`src/rtl/axil_arbiter_rr_wr.sv`:
```
// AXI-Lite write-channel arbiter: fixed-priority or round-robin grant, held until the B handshake.
// Define ARB_TIMEOUT_EN to build the ACKN-state watchdog that aborts a stalled grant.
module axil_arbiter_rr_wr #(
    parameter int unsigned NUMBER_MASTER  = 4,
    parameter int unsigned ARB_MODE       = 1,
    parameter int unsigned TIMEOUT_CYCLES = 256
) (
    input  logic                             aclk,
    input  logic                             aresetn,
    input  logic [NUMBER_MASTER-1:0]         request_wr,
    output logic [NUMBER_MASTER-1:0]         grant_wr,
    output logic [$clog2(NUMBER_MASTER)-1:0] grant_wr_cdr,
    output logic                             grant_valid,
    input  logic                             s_axil_bvalid,
    input  logic [NUMBER_MASTER-1:0]         m_axil_bready,
    output logic                             timeout_pulse
);
    localparam int unsigned IDX_W = $clog2(NUMBER_MASTER);

    if (NUMBER_MASTER < 2 || NUMBER_MASTER > 16) begin : g_bad_number_master
        $error("NUMBER_MASTER must be in 2..16");
    end
    if (TIMEOUT_CYCLES < 2 || TIMEOUT_CYCLES > 65535) begin : g_bad_timeout
        $error("TIMEOUT_CYCLES must be in 2..65535");
    end

    typedef enum logic {StIdle, StAckn} state_e;

    state_e                   state_q, state_d;
    logic [NUMBER_MASTER-1:0] grant_q, grant_d;
    logic [IDX_W-1:0]         cdr_q, cdr_d;
    logic [IDX_W-1:0]         rr_ptr_q, rr_ptr_d;
    logic                     valid_q, valid_d;
    logic [IDX_W-1:0]         winner_idx;
    logic [IDX_W-1:0]         cand_idx;
    int unsigned              cand;
    logic                     complete;
    logic                     abort;

    // Scan from lowest to highest priority so the last hit is the winner; the round-robin
    // search wraps modulo NUMBER_MASTER so non-power-of-two counts never produce a bad index.
    always_comb begin
        winner_idx = '0;
        cand       = 0;
        cand_idx   = '0;
        for (int i = int'(NUMBER_MASTER) - 1; i >= 0; i--) begin
            if (ARB_MODE == 0) begin
                cand = unsigned'(i);
            end else begin
                cand = (unsigned'(i) + 32'(rr_ptr_q) + 32'd1) % NUMBER_MASTER;
            end
            cand_idx = IDX_W'(cand);
            if (request_wr[cand_idx]) begin
                winner_idx = cand_idx;
            end
        end
    end

    assign complete = s_axil_bvalid && m_axil_bready[cdr_q];

`ifdef ARB_TIMEOUT_EN
    logic [15:0] wd_cnt_q;

    // Completion has priority: a same-cycle completion suppresses the abort.
    assign abort = (state_q == StAckn) && !complete && (wd_cnt_q == 16'(TIMEOUT_CYCLES - 1));
    assign timeout_pulse = abort;

    always_ff @(posedge aclk) begin
        if (!aresetn) begin
            wd_cnt_q <= '0;
        end else if (state_q == StIdle) begin
            wd_cnt_q <= '0;
        end else if (!complete) begin
            wd_cnt_q <= wd_cnt_q + 16'd1;
        end
    end
`else
    assign abort         = 1'b0;
    assign timeout_pulse = 1'b0;
`endif

    always_comb begin
        state_d  = state_q;
        grant_d  = grant_q;
        cdr_d    = cdr_q;
        valid_d  = valid_q;
        rr_ptr_d = rr_ptr_q;
        case (state_q)
            StIdle: begin
                if (|request_wr) begin
                    state_d  = StAckn;
                    grant_d  = NUMBER_MASTER'(1) << winner_idx;
                    cdr_d    = winner_idx;
                    valid_d  = 1'b1;
                    rr_ptr_d = winner_idx;
                end
            end
            StAckn: begin
                // rr_ptr is left on the released master, so it has lowest priority next round.
                if (complete || abort) begin
                    state_d = StIdle;
                    grant_d = '0;
                    cdr_d   = '0;
                    valid_d = 1'b0;
                end
            end
            default: state_d = StIdle;
        endcase
    end

    always_ff @(posedge aclk) begin
        if (!aresetn) begin
            state_q  <= StIdle;
            grant_q  <= '0;
            cdr_q    <= '0;
            valid_q  <= 1'b0;
            rr_ptr_q <= IDX_W'(NUMBER_MASTER - 1);
        end else begin
            state_q  <= state_d;
            grant_q  <= grant_d;
            cdr_q    <= cdr_d;
            valid_q  <= valid_d;
            rr_ptr_q <= rr_ptr_d;
        end
    end

    assign grant_wr     = grant_q;
    assign grant_wr_cdr = cdr_q;
    assign grant_valid  = valid_q;

endmodule

```
`config.mk`:
```
export PLATFORM = sky130hd
export DESIGN_NAME = axil_arbiter_rr_wr
export DESIGN_NICKNAME = d
export VERILOG_FILES = /design/src/rtl/axil_arbiter_rr_wr.sv
export SDC_FILE = /design/constraint.sdc
export NUM_CORES = 1
export LEC_CHECK = 0
export BUFFER_PORTS_ARGS = -buffer_cell sky130_fd_sc_hd__buf_2
export CORE_AREA = 2 2 39 41
export DETAILED_ROUTE_END_ITERATION = 16
export DIE_AREA = 0 0 41 43
export HOLD_SLACK_MARGIN = 0.15
export PLACE_DENSITY = 0.66
export RECOVER_POWER = 100
export SYNTH_ARGS = -nofsm -noshare
export SYNTH_HDL_FRONTEND = slang
export SYNTH_SLANG_ARGS = --single-unit
```
`constraint.sdc`:
```
create_clock -name aclk -period 2.05 [get_ports aclk]
set_input_delay 0.41 -clock aclk [delete_from_list [all_inputs] [get_ports aclk]]
set_output_delay 0.41 -clock aclk [all_outputs]
set_load 0.05 [all_outputs]
```
### Word level (Yosys, flattened, before mapping)

Cells that the tools add are included.

| word-level totals | value |
|---|---|
| register bits after elaboration | 10 |
| latch bits | 0 |
| memory bits (writable) | 0 |
| memory bits (read-only) | 0 |
| input port bits | 11 |
| output and inout bits | 8 |
| word-level logic and storage cells | 50 |
| memories kept | 0 |

| cells by class | value |
|---|---|
| add/subtract/negate cells | 6 |
| multiply operators | 0 |
| divide/modulo/power cells | 0 |
| order comparisons | 5 |
| eq/ne operators | 2 |
| shifts and indexed selects | 1 |
| mux-type cells | 26 |
| bitwise gates (word level) | 1 |
| reductions and logical operators | 4 |

Operator list:

| operator | number |
|---|---|
| less-than comparator 2 x 3 -> 1 bit (second input constant) | 5 |
| two-way mux 2 bit | 6 |
| binary-select mux 1 bit (select 2 bit) | 5 |
| two-way mux 1 bit | 9 |
| adder 2 x 1 -> 2 bit (second input constant) | 4 |
| two-way mux 4 bit | 2 |
| case mux 4 bit (2 select lines) | 1 |
| adder 2 bit (first input constant) | 2 |
| case mux 1 bit (2 select lines) | 2 |
| case mux 2 bit (2 select lines) | 1 |
| AND reduction 2 bit | 2 |
| OR reduction 4 bit | 1 |
| left shift 1 x 2 -> 4 bit (first input constant) | 1 |
| != test 2 x 1 -> 1 bit (second input constant) | 1 |
| != test 2 bit (second input constant) | 1 |
| logical AND 1 bit | 1 |
| inverter 1 bit | 1 |

### Logic depth before layout (Yosys ltp)

Gate-level depths: netlist (run 1).

| depth | value |
|---|---|
| depth after elaboration | 11 |
| mapped depth | 4 |
| mapped depth without buffers | 4 |

### Worst setup path before layout (run 1)

No wires, ideal clock.

| timing path | value |
|---|---|
| path kind | register to register |
| from | register cdr_q[0], in the netlist grant_wr_cdr[0] |
| to | register grant_q[0], in the netlist grant_wr[0] |
| library setup time | 117 ps |
| data arrival time | 1413 ps |
| data required time | 1933 ps |
| slack | 520 ps |
| stages on the path, launching flop included | 5 |
| buffers on the path | 0 |
| period minus slack after synthesis | 1530 ps |
| cell sequence | dfxtp_1 -> mux2i_1 -> o22ai_2 -> nor3_4 -> a32o_2 |

| between the ends | value |
|---|---|
| longest elaborated chain between the ends | 5 |

Ends and longest elaborated chain:

| item | line | RTL |
|---|---|---|
| start: declaration | 31 | `logic [IDX_W-1:0] cdr_q, cdr_d;` |
| start signal: assignment | 121 | `cdr_q <= cdr_d;` |
| binary-select mux 1 bit (select 2 bit) | 59 | `assign complete = s_axil_bvalid && m_axil_bready[cdr_q];` |
| two-way mux 1 bit (implied by the code) | 59 |  |
| logical AND 1 bit | 59 |  |
| != test 2 x 1 -> 1 bit (no line) | n/a |  |
| AND reduction 2 bit (no line) | n/a |  |
| end signal: assignment | 120 | `grant_q <= grant_d;` |
| end: declaration | 30 | `logic [NUMBER_MASTER-1:0] grant_q, grant_d;` |

Every way passes these cells. The select of a mux whose other input is x is not followed.
A chain may end at the register's enable or synchronous reset.

### Worst setup path in the final report (run 1)

| timing path | value |
|---|---|
| from | register cdr_q[0], in the netlist grant_wr_cdr[0] |
| to | output port grant_wr_cdr[0] |

RTL lines:

| item | line | RTL |
|---|---|---|
| end: declaration | 12 | `output logic [$clog2(NUMBER_MASTER)-1:0] grant_wr_cdr,` |

No word-level cell between the ends.

==> results.cfg, run 1 <==
[run_status]
outcome = finished clean

[timing]
hold_viol_final = 0
grt_setup_unrepaired = no
period_minus_slack_ns = 1.55
skew_ns = 0.00601
tightest_slew_ns = 0.593
setup_violations = 0
max_freq_mhz = 646
slew_violations = 0
tns_ns = 0
timing.final.crit_share_pct = 75.5
relSlewSlack_pct = 60.6

[detailed_routing]
via_count = 462
drc = 0
vias_per_cell = 5.25
ant_nets = 0
first_iter_violations = 2
post_drt_wl_per_cell_um = 11.7
dr.pass1.iters = 4
wl_um = 1030

[finish]
layout.cells.non_filler = 88
nFillCells = 147
antenna_cells = 0
layout-drive-gt1-share_pct = 22.2
synthToLayoutAreaGrowth_pct = 17.4
fin_nets = 85
seqCellArea_um2 = 200
multiInputGateArea_um2 = 267

[yosys]
synth_top_family_by_area = compound AO/OA/AOI/OAI gates
ys_seq_area_share_pct = 39.1
synth.distinct_cells = 29
yosysMostFrequentCell = dfxtp_1
synthAdderAreaFrac_pct = 0
async_reset_ff_share_pct = 0
synth_commonest_cells = dfxtp_1, inv_1, nor3_1
synth_top_area_share_pct = 39.1
yosys_register_bits = 10
syn-num-nets = 64
synth-compound-area-share_pct = 29.1
yosys.area_share.xor_xnor_pct = 0
synth_edf_count = 0
synthTopCellsByArea = dfxtp_1, nor4_4, mux2i_1
synth_cells = 53
synthSimpleGateAreaFrac_pct = 22.7
synth.avg_cell_area_um2 = 9.66
synth-warning-count = 0
synth.largest_area_cell = dfxtp_1
ys.flop_type = dfxtp_1
synth_area_um2 = 512
synthMuxAreaShare_pct = 3.91

[cts]
clock-sinks = 10
clkTransAtPathRegs_ns = 0.06
cts_tree = yes
cts.htree.levels = 1
cts_buffer_depth = 2
hold_buffers = 0
cts_made_buffers = 3
postCtsSetupRepairBufs = 0
insertion_delay_ns = 0.26
root_buffer = clkbuf_4
cts.repair.resized = 0

[floorplanning]
die_h_um = 43
rows = 14
die_x_um = 41
core_um2 = 1380
dieArea_um2 = 1760
io_pins = 19
start_util_pct = 37.0

[worst_setup_path]
startpoint = grant_wr_cdr[0]
cpLargestDelayFamily = buffers and inverters
max_stage_delay_ns = 0.48
r2r_setup_slack_ns = 0.58
crit_chain = clkbuf_1
critPathKind = register to output port
worstPathArrival_ns = 1.14
cp.required_ns = 1.64
crit_path_top_delay_cell = clkbuf_1
path_buf_inv = 1
cp_max_fo = 4
endpoint_kind = output port
r2r_start = grant_wr_cdr[0]
critPathLaunchType = register

[job]
max-cap-violations = 0

[pwr]
powerDensity_nw_per_um2 = 827
vdd_drop_max_mv = 0.522
leakagePower_nw = 0.254

[global_route]
grt_pass1_vias = 399
grt.overflow.total = 0
grt.total_usage_pct = 13.7
grt_first_pass_wirelength_um = 1550
grt_start_max_net_pins = 8
antenna_found_initial = 0

[placement]
port_buffers = 17
routabilityCongestion = 0.701
dp_hpwl_um = 805
place_inst = 85

[worst_hold_path]
min_from = aresetn
hold_class = input port to register
[stage by stage]
step	util (%)	cell area (µm²)	hold WS, ns	power [mW]	setup WS (ns)
after floorplan	-	512	0.481	0.341	0.520
after global placement	44.0	609	0.445	0.379	0.575
after detailed placement	44.0	609	0.452	0.380	0.580
after CTS	45.7	632	0.389	0.508	0.688
after global routing	43.4	601	0.400	0.521	0.401
final	43.4	601	0.389	0.497	0.502
[kinds of logic after synthesis]
family | count (synthesis)
muxes | 2
DFF | 10
AOI/OAI and AO/OA | 18
other | 1
buffers and inverters | 5
and+or+nand+nor | 17
[final cells by class]
| cell class | instances | share of cell area [%] |
|---|---|---|
| well taps | 16 | 3.33 |
| flip-flops and latches | 10 | 33.3 |
| multi-input cells | 38 | 44.4 |
| repair buffers | 17 | 12.7 |
| inverters | 4 | 2.50 |
| clock buffers | 3 | 3.75 |
[path summary, 6_finish.rpt]
check	to	cells after the start
worst max-delay path	grant_wr_cdr[0]	1
worst min-delay path	rr_ptr_q[1]	2
worst max register to register	grant_wr[0]	4
worst min register to register	grant_wr[3]	1
[cell usage in the layout, fill, tap and decap left out, drive strengths merged, types with 3 or more instances in the layout]
| master | synthesis | routed |
|---|---|---|
| buf | 1 | 10 |
| clkbuf | 0 | 10 |
| dfxtp | 10 | 10 |
| inv | 4 | 4 |
| nand2b | 3 | 3 |
| nor2 | 3 | 3 |
| nor3 | 5 | 5 |
[flip-flops by register name (all words and copies together), names as in the netlist]
register,flops
grant_wr,4
grant_wr_cdr,2
state_q,1
rr_ptr_q,2
grant_valid,1
[per-layer routing]
metal | share of wire (%) | GRT usage, %
met4 | 3.5 | 12.0
met5 | 0 | 0
met3 | 5.3 | 4.71
met2 | 42 | 18.8
met1 | 49 | 15.8
[where the power goes]
group,switching [mW],internal (mW)
clock,0.0640,0.0677
combinational,0.0930,0.0422
sequential,0.0164,0.213
Note: power is estimated with default switching activity, not from simulation.
==> run 2: changes to the inputs <==
Clock period 2.05 ns to 1.6 ns, I/O delays scaled along.
==> results.cfg, run 2 (synthesis gave the netlist of run 1 again) <==
[run_status]
outcome = finished clean

[worst_setup_path]
cpLargestDelayFamily = buffers and inverters
max_stage_delay_ns = 0.48
critPathLaunchType = register
r2r_setup_slack_ns = 0.30
cp_max_fo = 4
worstPathArrival_ns = 1.10
crit_chain = clkbuf_1
endpoint_kind = output port
cp.required_ns = 1.28
critPathKind = register to output port
crit_path_top_delay_cell = clkbuf_1
path_buf_inv = 1

[global_route]
grt.total_usage_pct = 13.7
grt_first_pass_wirelength_um = 1550
grt_pass1_vias = 399
grt.overflow.total = 0
grt_start_max_net_pins = 8
antenna_found_initial = 0

[finish]
layout_common_cells = dfxtp_1, buf_2, clkbuf_1, inv_1, nor3_1
post-route-cell-area_um2 = 613
layout-drive-gt1-share_pct = 26.4
largest_reg_flops = 4
antenna_cells = 0
synthToLayoutAreaGrowth_pct = 19.8
layout.cells.non_filler = 88
fin_nets = 85

[placement]
routabilityCongestion = 0.701
port_buffers = 17
dp_hpwl_um = 805
dpl_cell_area_um2 = 609
place_inst = 85

[cts]
postCtsSetupRepairBufs = 0
cts.repair.resized = 0
clock-sinks = 10
cts.htree.levels = 1
insertion_delay_ns = 0.26
cts_tree = yes
root_buffer = clkbuf_4
cts_buffer_depth = 2
hold_buffers = 0
clkTransAtPathRegs_ns = 0.06
cts_made_buffers = 3

[pwr]
vdd_drop_max_mv = 0.668
leakagePower_nw = 0.262
powerDensity_nw_per_um2 = 1050
p_total_uw = 642

[detailed_routing]
vias_per_cell = 5.26
drc = 0
wl_um = 1020
ant_nets = 0
via_count = 463
post_drt_wl_per_cell_um = 11.6
first_iter_violations = 4
dr.pass1.iters = 3

[floorplanning]
io_pins = 19
rows = 14
start_util_pct = 37.0
die_h_um = 43
die_x_um = 41
core_um2 = 1380
dieArea_um2 = 1760

[timing]
timing.final.crit_share_pct = 88.6
tightest_slew_ns = 0.593
period_minus_slack_ns = 1.42
max_freq_mhz = 705
grt_setup_unrepaired = no
setup_violations = 0
hold_viol_final = 0
slew_violations = 0
skew_ns = 0.00411
relSlewSlack_pct = 60.6
tns_ns = 0

[job]
max-cap-violations = 0

[worst_hold_path]
hold_class = input port to register
-- run 2: final cells by class --
type | count | area (µm²)
Fill cell | 145 | 771
Multi-Input combinational cell | 38 | 278
Sequential cell | 10 | 200
Timing Repair Buffer | 17 | 77.6
Clock buffer | 3 | 22.5
Tap cell | 16 | 20.0
Inverter | 4 | 15.0
-- run 2: final timing paths --
check                  startpoint         endpoint  cells past startpoint
setup / recovery  grant_wr_cdr[1]  grant_wr_cdr[1]                      1
hold / removal            aresetn      rr_ptr_q[1]                      2
setup reg to reg  grant_wr_cdr[0]      grant_wr[0]                      4
hold reg to reg       grant_wr[3]      grant_wr[3]                      1
-- run 2: report_power, final --
group / switching, mW / internal [mW] / total (mW)
Combinational: 0.121 / 0.0562 / 0.177
Sequential: 0.0211 / 0.273 / 0.294
Clock: 0.0833 / 0.0868 / 0.170
Total: 0.226 / 0.416 / 0.642
-- run 2: through the flow --
step / util [%] / setup slack [ns] / hold slack (ns)
3_3_place_gp: 44.0 / 0.215 / 0.445
2_1_floorplan: - / 0.0696 / 0.409
3_5_place_dp: 44.0 / 0.220 / 0.452
5_1_grt: 44.3 / 0.130 / 0.310
6_report: 44.3 / 0.182 / 0.297
4_1_cts: 45.7 / 0.303 / 0.299
-- run 2: routing by layer --
metal | part of all wire, % | track usage [%] | wire length, µm
met1 | 49 | 15.8 | 498
met2 | 43 | 18.8 | 436
met3 | 4.7 | 4.71 | 48
met4 | 3.5 | 12.0 | 36
met5 | 0 | 0 | 0
==> run 3: changes to the inputs <==
Settings changed: CELL_PAD_IN_SITES_DETAIL_PLACEMENT set to 0, CELL_PAD_IN_SITES_GLOBAL_PLACEMENT set to 1, CORE_AREA 2 2 39 41 to 2 2 43 45, DIE_AREA 0 0 41 43 to 0 0 45 47, PLACE_DENSITY 0.66 to 0.71.
==> results.cfg, run 3 (synthesis gave the netlist of run 1 again) <==
[detailed_routing]
dr.pass1.iters = 2
wl_um = 991
vias_per_cell = 5.13
drc = 0
ant_nets = 0
first_iter_violations = 4
post_drt_wl_per_cell_um = 11.1
via_count = 457

[finish]
layout.cells.non_filler = 89
fin_util_pct = 37.6
multiInputGateArea_um2 = 284
layout_common_cells = dfxtp_1, buf_2, clkbuf_1, inv_1, nor3_1
antenna_cells = 0
nFillCells = 177
synthToLayoutAreaGrowth_pct = 21.3
seqCellArea_um2 = 200
layout-drive-gt1-share_pct = 26.4
largest_reg_flops = 4
fin_nets = 85

[worst_setup_path]
crit_path_top_delay_cell = clkbuf_1
cpLargestDelayFamily = buffers and inverters
critPathKind = register to output port
cp_max_fo = 4
crit_chain = clkbuf_1
worstPathArrival_ns = 1.10
endpoint_kind = output port
critPathLaunchType = register
path_buf_inv = 1
max_stage_delay_ns = 0.48
cp.required_ns = 1.28

[timing]
relSlewSlack_pct = 59.7
slew_violations = 0
setup_violations = 0
timing.final.crit_share_pct = 88.8
hold_viol_final = 0
max_freq_mhz = 704
tightest_slew_ns = 0.607
grt_setup_unrepaired = no
skew_ns = 0.00860
period_minus_slack_ns = 1.42
tns_ns = 0

[pwr]
powerDensity_nw_per_um2 = 1040
comb_power_share_pct = 27.7
share_seq_of_total_power_pct = 45.5
vdd_drop_max_mv = 0.552
p_int_uw = 417
p_total_uw = 646
leakagePower_nw = 0.262
power_switching_uw = 229
power_frac_clock_pct = 26.8
p_sw_share_pct = 35.4

[floorplanning]
start_util_pct = 31.0
io_pins = 19
core_um2 = 1650
rows = 15
dieArea_um2 = 2120
die_h_um = 47
die_x_um = 45

[cts]
cts_tree = yes
clkTransAtPathRegs_ns = 0.07
root_buffer = clkbuf_4
cts_buffer_depth = 2
cts.repair.resized = 0
cts.htree.levels = 1
postCtsSetupRepairBufs = 0
hold_buffers = 0
cts_made_buffers = 3
clock-sinks = 10
insertion_delay_ns = 0.27

[job]
max-cap-violations = 0

[global_route]
grt_first_pass_wirelength_um = 1640
grt_start_max_net_pins = 8
grt.overflow.total = 0
grt_pass1_vias = 407
antenna_found_initial = 0
grt.total_usage_pct = 11.0

[placement]
place_inst = 86
routabilityCongestion = 0.689
dp_hpwl_um = 782
port_buffers = 17

[worst_hold_path]
hold_class = input port to register

[run_status]
outcome = finished clean
[run 3: cell counts in the layout (fill, tap and decap cells not counted)]
No cell type changed its count.
[run 3: final cells by class]
cell class                 count  area share [%]
multi-input combinational     38            45.8
inverter                       4            2.42
timing repair buffer          17            12.5
clock buffer                   3            3.63
sequential                    10            32.3
tap                           17            3.43
[run 3: final timing paths]
| path | start | end | cells past startpoint | slack, ns |
|---|---|---|---|---|
| worst min-delay path | aresetn | rr_ptr_q[1] | 2 | 0.28 |
| worst max register to register | rr_ptr_q[0] | grant_wr[0] | 4 | 0.30 |
| worst min register to register | grant_wr[2] | grant_wr[2] | 1 | 0.47 |
| worst max-delay path | grant_wr_cdr[1] | grant_wr_cdr[1] | 1 | 0.18 |
[run 3: power groups by stage]
stage          logic (mW)  registers (mW)  clock network (mW)
4_1_cts             0.186           0.295               0.178
3_5_place_dp        0.185           0.300                   0
2_1_floorplan      0.0853           0.351                   0
6_report            0.179           0.294               0.173
3_3_place_gp        0.188           0.301                   0
5_1_grt             0.194           0.298               0.185
[run 3: per-stage QoR]
| stage | cell area [µm²] | hold WS, ns | setup WS [ns] |
|---|---|---|---|
| floorplan | 512 | 0.409 | 0.0696 |
| global placement | 611 | 0.448 | 0.218 |
| detailed placement | 611 | 0.451 | 0.221 |
| CTS | 633 | 0.274 | 0.312 |
| global route | 621 | 0.287 | 0.130 |
| finish | 621 | 0.280 | 0.179 |
[run 3: metal layers]
metal | wire [µm] | track usage (%) | share of wire (%) | up-vias
li1 | - | - | - | 234
met1 | 452 | 13.8 | 46 | 212
met2 | 464 | 16.0 | 47 | 9
met3 | 57 | 2.69 | 5.8 | 2
met4 | 18 | 8.82 | 1.8 | 0
met5 | 0 | 0 | 0 | -
